### src/rtl/bcd_display_scan_pkg.sv
// Shared constants and types for the multiplexed four-digit BCD display scanner.
package bcd_display_scan_pkg;

  typedef enum logic {
    BLANK = 1'b0,
    SHOW  = 1'b1
  } state_t;

  localparam int unsigned NUM_DIGITS = 4;
  localparam int unsigned NIBBLE_W   = 4;
  localparam int unsigned IDX_W      = 2;

  function automatic logic [NIBBLE_W-1:0] nibble_at(
    input logic [NUM_DIGITS*NIBBLE_W-1:0] v,
    input logic [IDX_W-1:0]               i
  );
    return v[{i, 2'b00} +: NIBBLE_W];
  endfunction

endpackage

### src/rtl/bcd_display_scan_slot_timer.sv
// Per-slot cycle counter; flags the last BLANK cycle and the last cycle of the slot.
module slot_timer #(
  parameter int unsigned PRESCALE     = 50000,
  parameter int unsigned BLANK_CYCLES = 16
) (
  input  logic clk,
  input  logic rst,
  output logic blank_end,
  output logic slot_end
);

  localparam int unsigned CW = (PRESCALE > 1) ? $clog2(PRESCALE) : 1;

  logic [CW-1:0] cnt;

  // Slot changes always coincide with the counter's last value, so the wrap is the slot reset.
  always_ff @(posedge clk) begin
    if (rst || slot_end) cnt <= '0;
    else                 cnt <= cnt + CW'(1);
  end

  assign blank_end = (cnt == CW'(BLANK_CYCLES - 1));
  assign slot_end  = (cnt == CW'(PRESCALE - 1));

endmodule

### src/rtl/bcd_display_scan.sv
// Four-digit multiplexed display scanner with anti-ghost blanking, leading-zero
// suppression, invalid-digit suppression and frame-synchronous digit updates.
module bcd_display_scan
  import bcd_display_scan_pkg::*;
#(
  parameter int unsigned PRESCALE     = 50000,
  parameter int unsigned BLANK_CYCLES = 16
) (
  input  logic        clk,
  input  logic        rst,
  input  logic        load,
  input  logic [15:0] digits,
  input  logic        lz_blank,
  output logic [3:0]  outBCD,
  output logic [3:0]  an,
  output logic        blank,
  output logic [1:0]  dig_idx,
  output logic        frame
);

  state_t        state, state_nx;
  logic          blank_end, slot_end, slot_chg, frame_edge;
  logic [15:0]   pending, disp;
  logic          seen, lz_q;
  logic [3:0]    nib;
  logic          upper_zero, suppress, show;

  slot_timer #(
    .PRESCALE    (PRESCALE),
    .BLANK_CYCLES(BLANK_CYCLES)
  ) u_slot_timer (
    .clk      (clk),
    .rst      (rst),
    .blank_end(blank_end),
    .slot_end (slot_end)
  );

  assign slot_chg   = (state == SHOW) && slot_end;
  assign frame_edge = slot_chg && (dig_idx == IDX_W'(NUM_DIGITS - 1));

  always_ff @(posedge clk) begin
    if (rst) state <= BLANK;
    else     state <= state_nx;
  end

  always_comb begin
    state_nx = state;
    case (state)
      BLANK:   if (blank_end) state_nx = SHOW;
      SHOW:    if (slot_end)  state_nx = BLANK;
      default: state_nx = BLANK;
    endcase
  end

  // The frame edge is the clock edge entering slot 0; a load sampled on that same
  // edge bypasses pending so the new frame already shows it.
  always_ff @(posedge clk) begin
    if (rst) begin
      dig_idx <= '0;
      frame   <= 1'b0;
      pending <= '0;
      disp    <= '0;
      seen    <= 1'b0;
      lz_q    <= 1'b0;
    end else begin
      frame <= frame_edge;
      if (slot_chg) dig_idx <= dig_idx + 2'd1;
      if (load) pending <= digits;
      if (frame_edge) begin
        lz_q <= lz_blank;
        seen <= 1'b0;
        if (load)      disp <= digits;
        else if (seen) disp <= pending;
      end else if (load) begin
        seen <= 1'b1;
      end
    end
  end

  always_comb begin
    nib        = nibble_at(disp, dig_idx);
    upper_zero = ((disp >> {dig_idx, 2'b00}) == '0);
    suppress   = (nib > 4'd9) || (lz_q && (dig_idx != 2'd0) && upper_zero);
    show       = (state == SHOW) && !suppress;
    outBCD     = nib;
    an         = show ? ~(4'b0001 << dig_idx) : 4'hF;
    blank      = !show;
  end

endmodule

### config.mk
export PLATFORM = sky130hd
export DESIGN_NAME = bcd_display_scan
export DESIGN_NICKNAME = d
export VERILOG_FILES = /design/src/rtl/bcd_display_scan_pkg.sv /design/src/rtl/bcd_display_scan_slot_timer.sv /design/src/rtl/bcd_display_scan.sv
export SDC_FILE = /design/constraint.sdc
export NUM_CORES = 1
export LEC_CHECK = 0
export BUFFER_PORTS_ARGS = -buffer_cell sky130_fd_sc_hd__buf_2
export CORE_MARGIN = 2
export CORE_UTILIZATION = 55
export CTS_BUF_LIST = sky130_fd_sc_hd__clkbuf_8
export CTS_CLUSTER_SIZE = 8
export DETAILED_ROUTE_END_ITERATION = 12
export GPL_ROUTABILITY_DRIVEN = 0
export HOLD_SLACK_MARGIN = 0.15
export PLACE_DENSITY = 0.75
export SLEW_MARGIN = 0
export SYNTH_ARGS = -nofsm -noshare
export SYNTH_HDL_FRONTEND = slang
export SYNTH_HIERARCHICAL = 1
export SYNTH_SLANG_ARGS = --single-unit
export TNS_END_PERCENT = 5
### constraint.sdc
create_clock -name clk -period 3.27 [get_ports clk]
set_input_delay 0.654 -clock clk [delete_from_list [all_inputs] [get_ports clk]]
set_output_delay 0.654 -clock clk [all_outputs]
set_load 0.1 [all_outputs]
==> flow_summary.yaml, run 1 <==
timing:
  setup_viol: 0
  fin_setup_tns_ns: 0
  clock_skew_ns: 0.00508
  slew_headroom: 0.566
  period_minus_slack_ns: 3.08
  worst_pin_slew_ns: 0.652
  finalCritPeriodShare: 0.943
  rsz0062_at_grt: "no"
  slew_viol_final: 0
  fmax_mhz: 324
  hold_violations: 0
  whs_ns: 0.471
  worst_slack_ns: 0.185
cts:
  numCtsBuffers: 5
  cts_tree: "done"
  cts_root_buf: "clkbuf_8"
  cts_setup_buffers: 0
  postCtsResizedCells: 0
  cts_hold_buf: 0
  cts_buffer_depth: 2
  clkTransAtPathRegs_ns: 0.09
  h-tree-depth: 2
  clkSinkCount: 54
  clock_latency_ns: 0.30
worst_hold_path:
  min_path_type: "register to register"
placed_design:
  dp_hpwl_um: 3040
  pre_cts_ws_ns: 0.495
  placed_area_um2: 2460
  port_buffers: 31
  dp.cells: 310
setup_path:
  crit_path_max_incr_delay_ns: 0.55
  critical_path_class: "register to primary output"
  startpoint_type: "register"
  critPathCaptureType: "primary output"
  critical_path_arrival_ns: 2.43
  required_ns: 2.62
  critPathMaxFanout: 11
  cp_cell_sequence: "mux4_2 > or4_4 > o211ai_1 > buf_2"
  cp_slowest_cell: "or4_4"
die:
  start_util: 0.569
  rows: 23
  core_um2: 4000
  pin_count: 32
  dieArea_um2: 4670
  die-width_um: 68.3
  dieHeight_um: 68.3
cells_and_area:
  fin_cells: 317
  areaGrowthSynthToFinish_pct: 11.5
  antenna_cells: 0
  utilization: 0.634
  final_cell_area_um2: 2540
  fin_nets: 292
  fill_cells: 362
  drive_above_1_share: 0.180
logic_synthesis:
  synthFlopType: "dfxtp_1"
  synth_commonest_cells: "nor2_1, dfxtp_1, mux2i_1"
  yosys_warnings: 6
  synth-edff-count: 0
  ys_async_sr_fraction: 0
  ys_seq_elements: 54
  synth.area.top_cells: "dfxtp_1, nor2_1, mux2i_1"
  synth_nets: 264
  yosysTopAreaCell: "dfxtp_1"
  synth_top_cell_area_share: 0.475
  synth_cell_types: 30
  synth_area_um2: 2280
  synthCells: 239
  yosysSeqAreaShare: 0.475
  post_synth.cell_area_avg_um2: 9.52
  post-synth-top-count-cell: "nor2_1"
detailed_routing:
  ant_nets: 0
  drt_wl_total_um: 4160
  via_per_inst: 5.47
  drt_iter0_drc: 96
  first_pass_iters: 4
  drc: 0
  wl_per_cell_um: 13.1
  route.vias.total: 1733
power_and_ir_drop:
  p_total_mw: 1.07
  max-vdd-ir-drop_mv: 0.243
  total_leakage_power_nw: 0.973
  power_density_nw_per_um2: 422
global_routing:
  grt_use_total: 0.200
  overflow: 0
  antenna_found_initial: 0
  first_global_vias: 1573
  grt_max_degree: 40
  grt_pass1_wl_um: 7020
job:
  cap_violations: 0
run_status:
  status: "complete, no violations"
## area by class of cell
class	instances	area (um2)	share of cell area
repair buffers	34	180	0.0710
clock buffers	5	68.8	0.0271
inverters	8	30.0	0.0118
flip-flops and latches	54	1090	0.429
multi-input cells	164	1100	0.433
clock inverters	2	7.51	0.00296
well taps	50	62.6	0.0247
## layer usage
metal,vias to the layer above,global-route usage,routed length [um],part of all wire
met5,-,0,0,0
li1,889,-,-,-
met2,45,0.316,1790,0.43
met4,0,0.0625,36,0.0087
met1,793,0.267,2110,0.51
met3,6,0.0543,223,0.054
## final timing paths
check / from / endpoint / slack, ns / depth (start not counted)
max: dig_idx[0]$_SDFFE_PP0P_ / an[3] / 0.19 / 4
min: u_slot_timer/cnt[0]$_SDFF_PP0_ / u_slot_timer/cnt[0]$_SDFF_PP0_ / 0.47 / 1
max reg2reg: u_slot_timer/cnt[13]$_SDFF_PP0_ / disp[3]$_SDFFE_PP0P_ / 0.94 / 8
min reg2reg: u_slot_timer/cnt[0]$_SDFF_PP0_ / u_slot_timer/cnt[0]$_SDFF_PP0_ / 0.47 / 1
## worst max-delay path, delay by kind of cell (launching register included)
kind,cells,cell delay [ns]
and+or+nand+nor,1,0.55
muxes,1,0.53
buffers and inverters,1,0.45
DFF,1,0.43
AOI/OAI and AO/OA,1,0.17
## layout by cell type (no fill, tap or decap), types with 6 or more instances in the layout
cell type  Yosys  final
nand2_1        7      7
a211oi_1      16     16
nor4_1         7      7
nand3_1        7      7
xnor2_1       14     14
dfxtp_1       54     52
nor3_1         6      6
inv_1          8     10
buf_2          3     30
mux2i_1       18     18
nor2_1        59     58
## flip-flops by register name (all words and copies together), names as in the netlist
name and cells:
disp 16, pending 16, u_slot_timer/cnt 16, dig_idx 2, frame 1, lz_q 1, seen 1, state 1
## power breakdown
part / switching (mW) / leakage [nW] / internal [mW] / total, mW
logic: 0.0336 / 0.486 / 0.0255 / 0.0591
clock network: 0.194 / 0.0466 / 0.142 / 0.335
registers: 0.00608 / 0.441 / 0.671 / 0.677
total: 0.233 / 0.973 / 0.838 / 1.07
## logic make-up after synthesis
family                   share of synthesized area
AO/OA/AOI/OAI                               0.0880
XOR/XNOR                                    0.0577
adder cells (fa/ha/maj)                     0.0275
buffers and inverters                       0.0429
flip-flops                                   0.475
multiplexers                                 0.120
AND/OR/NAND/NOR                              0.189
Power figures use the tool's default switching activity.
==> run 2, diff against run 1 <==
--- a/config.mk
+++ b/config.mk
@@ -13,7 +13,7 @@
 export DETAILED_ROUTE_END_ITERATION = 12
 export GPL_ROUTABILITY_DRIVEN = 0
 export HOLD_SLACK_MARGIN = 0.15
-export PLACE_DENSITY = 0.75
+export PLACE_DENSITY = 0.87
 export SLEW_MARGIN = 0
 export SYNTH_ARGS = -nofsm -noshare
 export SYNTH_HDL_FRONTEND = slang
==> run 2 against run 1 <==
Utilization is 0.38 points lower. Cell area fell by 0.59%. Register-to-register slack better by 0.03 ns. Critical path depth is the same. Via count down 1.3%. Setup slack gained 0.0021 ns. Flip-flop and latch count unchanged. Sequential share of layout area rose by 0.26 points. Fmax barely moved. Clock skew increased by 0.0038 ns. Clock power grew 1%. Largest cell class unchanged.
==> flow_summary.yaml, run 2 (synthesized netlist as in run 1, its figures left out) <==
worst_hold_path:
  hold_start: "u_slot_timer/cnt[0]$_SDFF_PP0_"
  holdPathStages: 1
  min_path_type: "register to register"
  holdPathEnd: "u_slot_timer/cnt[0]$_SDFF_PP0_"
cts:
  clock_latency_ns: 0.30
  clkSinkCount: 54
  numCtsBuffers: 5
  cts_root_buf: "clkbuf_8"
  h-tree-depth: 2
  cts_setup_buffers: 0
  postCtsResizedCells: 0
  cts_buffer_depth: 2
  clkTransAtPathRegs_ns: 0.09
  cts_tree: "done"
  cts_hold_buf: 0
timing:
  hold_violations: 0
  period_minus_slack_ns: 3.08
  rsz0062_at_grt: "no"
  finalCritPeriodShare: 0.943
  whs_ns: 0.468
  setup_viol: 0
  slew_headroom: 0.549
  worst_pin_slew_ns: 0.676
  fmax_mhz: 324
  clock_skew_ns: 0.00892
  slew_viol_final: 0
  fin_setup_tns_ns: 0
cells_and_area:
  fin_nets: 290
  final_cell_area_um2: 2520
  areaGrowthSynthToFinish_pct: 10.8
  drive_above_1_share: 0.177
  final_cell_mix: "nor2_1, dfxtp_1, buf_2"
  utilization: 0.631
  final_common_cell: "nor2_1"
  antenna_cells: 0
  reg.largest.list: "disp: 16 flops, pending: 16 flops, u_slot_timer/cnt: 16 flops"
setup_path:
  cp_slowest_cell: "or4_4"
  reg2reg_to: "disp[13]$_SDFFE_PP0P_"
  reg2reg_from: "u_slot_timer/cnt[13]$_SDFF_PP0_"
  critPathMaxFanout: 11
  cp_cell_sequence: "mux4_2 > or4_4 > o211ai_1 > buf_2"
  r2r_slack_ns: 0.97
  required_ns: 2.62
  critical_path_class: "register to primary output"
  critPathCaptureType: "primary output"
  critical_path_arrival_ns: 2.43
  startpoint: "dig_idx[0]$_SDFFE_PP0P_"
  reg2regPathDepth: 8
  crit_path_max_incr_delay_ns: 0.55
  startpoint_type: "register"
detailed_routing:
  wl_per_cell_um: 12.4
  drt_wl_total_um: 3910
  drt_iter0_drc: 149
  route.vias.total: 1711
  drc: 0
  first_pass_iters: 4
  via_per_inst: 5.43
  ant_nets: 0
global_routing:
  grtUsageMet2: 0.273
  overflow: 0
  grt_use_total: 0.187
  grt_pass1_wl_um: 6600
  grt_use_met1: 0.267
  top_usage_layer: "met2"
  met3_usage: 0.0444
  antenna_found_initial: 0
  grt_max_degree: 40
  first_global_vias: 1482
power_and_ir_drop:
  p_seq_frac: 0.631
  power.switching_mw: 0.233
  p_sw_frac: 0.217
  max-vdd-ir-drop_mv: 0.238
  power_density_nw_per_um2: 425
  pwr-share-clk: 0.316
  total_leakage_power_nw: 0.960
  p_int_mw: 0.840
  comb_power_share: 0.053
  p_total_mw: 1.07
die:
  rows: 23
  core_um2: 4000
  dieHeight_um: 68.3
  dieArea_um2: 4670
  pin_count: 32
  start_util: 0.569
  die-width_um: 68.3
run_status:
  status: "complete, no violations"
placed_design:
  placed_area_um2: 2440
  dp_hpwl_um: 2840
  port_buffers: 31
job:
  cap_violations: 0
==> run 2: changes by cell type in the layout (fill, tap and decap cells not counted) <==
cell / previous run / this run
inv_4: 0 / 1
buf_4: 3 / 1
buf_2: 30 / 31
clkbuf_4: 1 / 0
inv_1: 10 / 9
==> run 2: worst max-delay path by stage <==
stage,to,slack [ns],depth (start not counted)
floorplan,an[1],-1.00,4
global placement,an[1],0.53,4
detailed placement,an[1],0.50,4
CTS,an[1],0.17,4
global route,an[1],0.07,7
finish,an[1],0.19,4
==> run 2: layer usage <==
| layer | share of wire | up-vias |
|---|---|---|
| li1 | - | 882 |
| met1 | 0.50 | 775 |
| met2 | 0.43 | 48 |
| met3 | 0.050 | 6 |
| met4 | 0.017 | 0 |
| met5 | 0 | - |
==> run 2: area by class of cell <==
class / instances / area, um2
inverters: 8 / 30.0
multi-input cells: 164 / 1100
clock buffers: 5 / 68.8
well taps: 50 / 62.6
fillers: 335 / 1480
flip-flops and latches: 54 / 1090
clock inverters: 2 / 10.0
repair buffers: 32 / 163
==> run 2: stage by stage <==
| stage | cells | setup slack (ns) |
|---|---|---|
| final | 315 | 0.187 |
| after global routing | 315 | 0.0721 |
| after CTS | 315 | 0.173 |
| after detailed placement | 308 | 0.497 |
| after global placement | 308 | 0.528 |
| after floorplan | 239 | -1.00 |
==> run 2: power by group through the flow <==
stage               Combinational (mW)  Clock [mW]  Sequential [mW]
global placement                0.0557           0            0.692
floorplan                       0.0405           0            0.691
finish                          0.0566       0.339            0.677
detailed placement              0.0575           0            0.693
global route                    0.0638       0.376            0.679
CTS                             0.0575       0.351            0.677
==> run 2: critical path, delay by kind of cell (launching register included) <==
family	cells	cell delay, ns
simple gates	1	0.55
compound gates	1	0.18
buf+inv	1	0.45
flops	1	0.43
mux	1	0.54
==> run 3, diff against run 2 <==
==> constraint.sdc (replaced) <==
create_clock -name clk -period 3.6 [get_ports clk]
set_input_delay 0.72 -clock clk [delete_from_list [all_inputs] [get_ports clk]]
set_output_delay 0.72 -clock clk [all_outputs]
set_load 0.1 [all_outputs]
==> run 3 against run 2 <==
Critical endpoint is now an[3]. Flip-flop and latch count unchanged. Register-to-register slack improved by 0.31 ns. Critical path depth unchanged. Worst hold slack improved by 0.0080 ns. Largest cell class unchanged. Utilization increased by 0.41 points. Non-clock buffer count unchanged.
==> flow_summary.yaml, run 3 (synthesized netlist as in run 1, its figures left out) <==
power_and_ir_drop:
  max-vdd-ir-drop_mv: 0.282
  total_leakage_power_nw: 0.962
  power_density_nw_per_um2: 398
timing:
  worst_pin_slew_ns: 0.655
  slew_viol_final: 0
  setup_viol: 0
  fmax_mhz: 313
  rsz0062_at_grt: "no"
  finalCritPeriodShare: 0.886
  fin_setup_tns_ns: 0
  period_minus_slack_ns: 3.19
  clock_skew_ns: 0.00232
  hold_violations: 0
  slew_headroom: 0.563
global_routing:
  first_global_vias: 1554
  overflow: 0
  grt_max_degree: 40
  grt_pass1_wl_um: 6870
  antenna_found_initial: 0
  grt_use_total: 0.197
detailed_routing:
  drt_iter0_drc: 148
  via_per_inst: 5.55
  route.vias.total: 1754
  drc: 0
  first_pass_iters: 4
  ant_nets: 0
  drt_wl_total_um: 4060
  wl_per_cell_um: 12.8
cts:
  clock_latency_ns: 0.30
  cts_root_buf: "clkbuf_8"
  clkSinkCount: 54
  h-tree-depth: 2
  postCtsResizedCells: 0
  clkTransAtPathRegs_ns: 0.09
  cts_setup_buffers: 0
  cts_tree: "done"
  cts_buffer_depth: 2
  cts_hold_buf: 0
  numCtsBuffers: 5
job:
  cap_violations: 0
cells_and_area:
  antenna_cells: 0
  final_common_cell: "nor2_1"
  areaGrowthSynthToFinish_pct: 11.5
  final_cell_mix: "nor2_1, dfxtp_1, buf_2"
  reg.largest.list: "disp: 16 flops, pending: 16 flops, u_slot_timer/cnt: 16 flops"
  utilization: 0.635
  drive_above_1_share: 0.184
  fin_nets: 290
setup_path:
  cp_slowest_cell: "mux4_2"
  required_ns: 2.88
  startpoint_type: "register"
  cp_cell_sequence: "mux4_2 > or4_4 > o211ai_1 > buf_2"
  critPathMaxFanout: 11
  critical_path_class: "register to primary output"
  crit_family: "multiplexers"
  crit_path_max_incr_delay_ns: 0.55
  crit_buf_inv: 1
  critPathCaptureType: "primary output"
  critical_path_arrival_ns: 2.47
die:
  start_util: 0.569
  rows: 23
  pin_count: 32
  dieArea_um2: 4670
  core_um2: 4000
  dieHeight_um: 68.3
  die-width_um: 68.3
placed_design:
  dp_hpwl_um: 2910
  port_buffers: 31
worst_hold_path:
  min_path_type: "register to register"
run_status:
  status: "complete, no violations"
[run 3: cell type report]
class / instances / area (um2)
repair buffers: 32 / 163
flip-flops and latches: 54 / 1090
fillers: 335 / 1460
clock buffers: 6 / 82.6
multi-input cells: 164 / 1100
well taps: 50 / 62.6
clock inverters: 2 / 12.5
inverters: 8 / 30.0
[run 3: worst paths after layout]
| kind | cells past startpoint | endpoint | startpoint | slack [ns] |
|---|---|---|---|---|
| worst min register to register | 1 | u_slot_timer/cnt[0]$_SDFF_PP0_ | u_slot_timer/cnt[0]$_SDFF_PP0_ | 0.48 |
| worst max register to register | 8 | disp[13]$_SDFFE_PP0P_ | u_slot_timer/cnt[13]$_SDFF_PP0_ | 1.28 |
| worst max-delay path | 4 | an[3] | dig_idx[0]$_SDFFE_PP0P_ | 0.41 |
| worst min-delay path | 1 | u_slot_timer/cnt[0]$_SDFF_PP0_ | u_slot_timer/cnt[0]$_SDFF_PP0_ | 0.48 |
[run 3: through the flow]
stage	power, mW	cell area (um2)	std cells	hold WS, ns	setup slack [ns]
finish	1.01	2540	316	0.476	0.409
global route	1.06	2540	316	0.508	0.269
CTS	1.02	2540	316	0.478	0.392
detailed placement	0.681	2440	308	0.456	0.738
global placement	0.679	2440	308	0.443	0.788
floorplan	0.664	2280	239	0.429	-0.739
[run 3: metal layers]
metal | up-vias | GRT usage | share of wire
li1 | 881 | - | -
met1 | 811 | 0.265 | 0.48
met2 | 60 | 0.302 | 0.46
met3 | 2 | 0.0510 | 0.055
met4 | 0 | 0.0750 | 0.0067
met5 | - | 0 | 0
[run 3: report_power, final]
group          internal (mW)  switching (mW)  leakage, nW
clock network          0.155           0.188       0.0472
logic                 0.0220          0.0296        0.474
registers              0.609         0.00563        0.441
total                  0.786           0.223        0.962
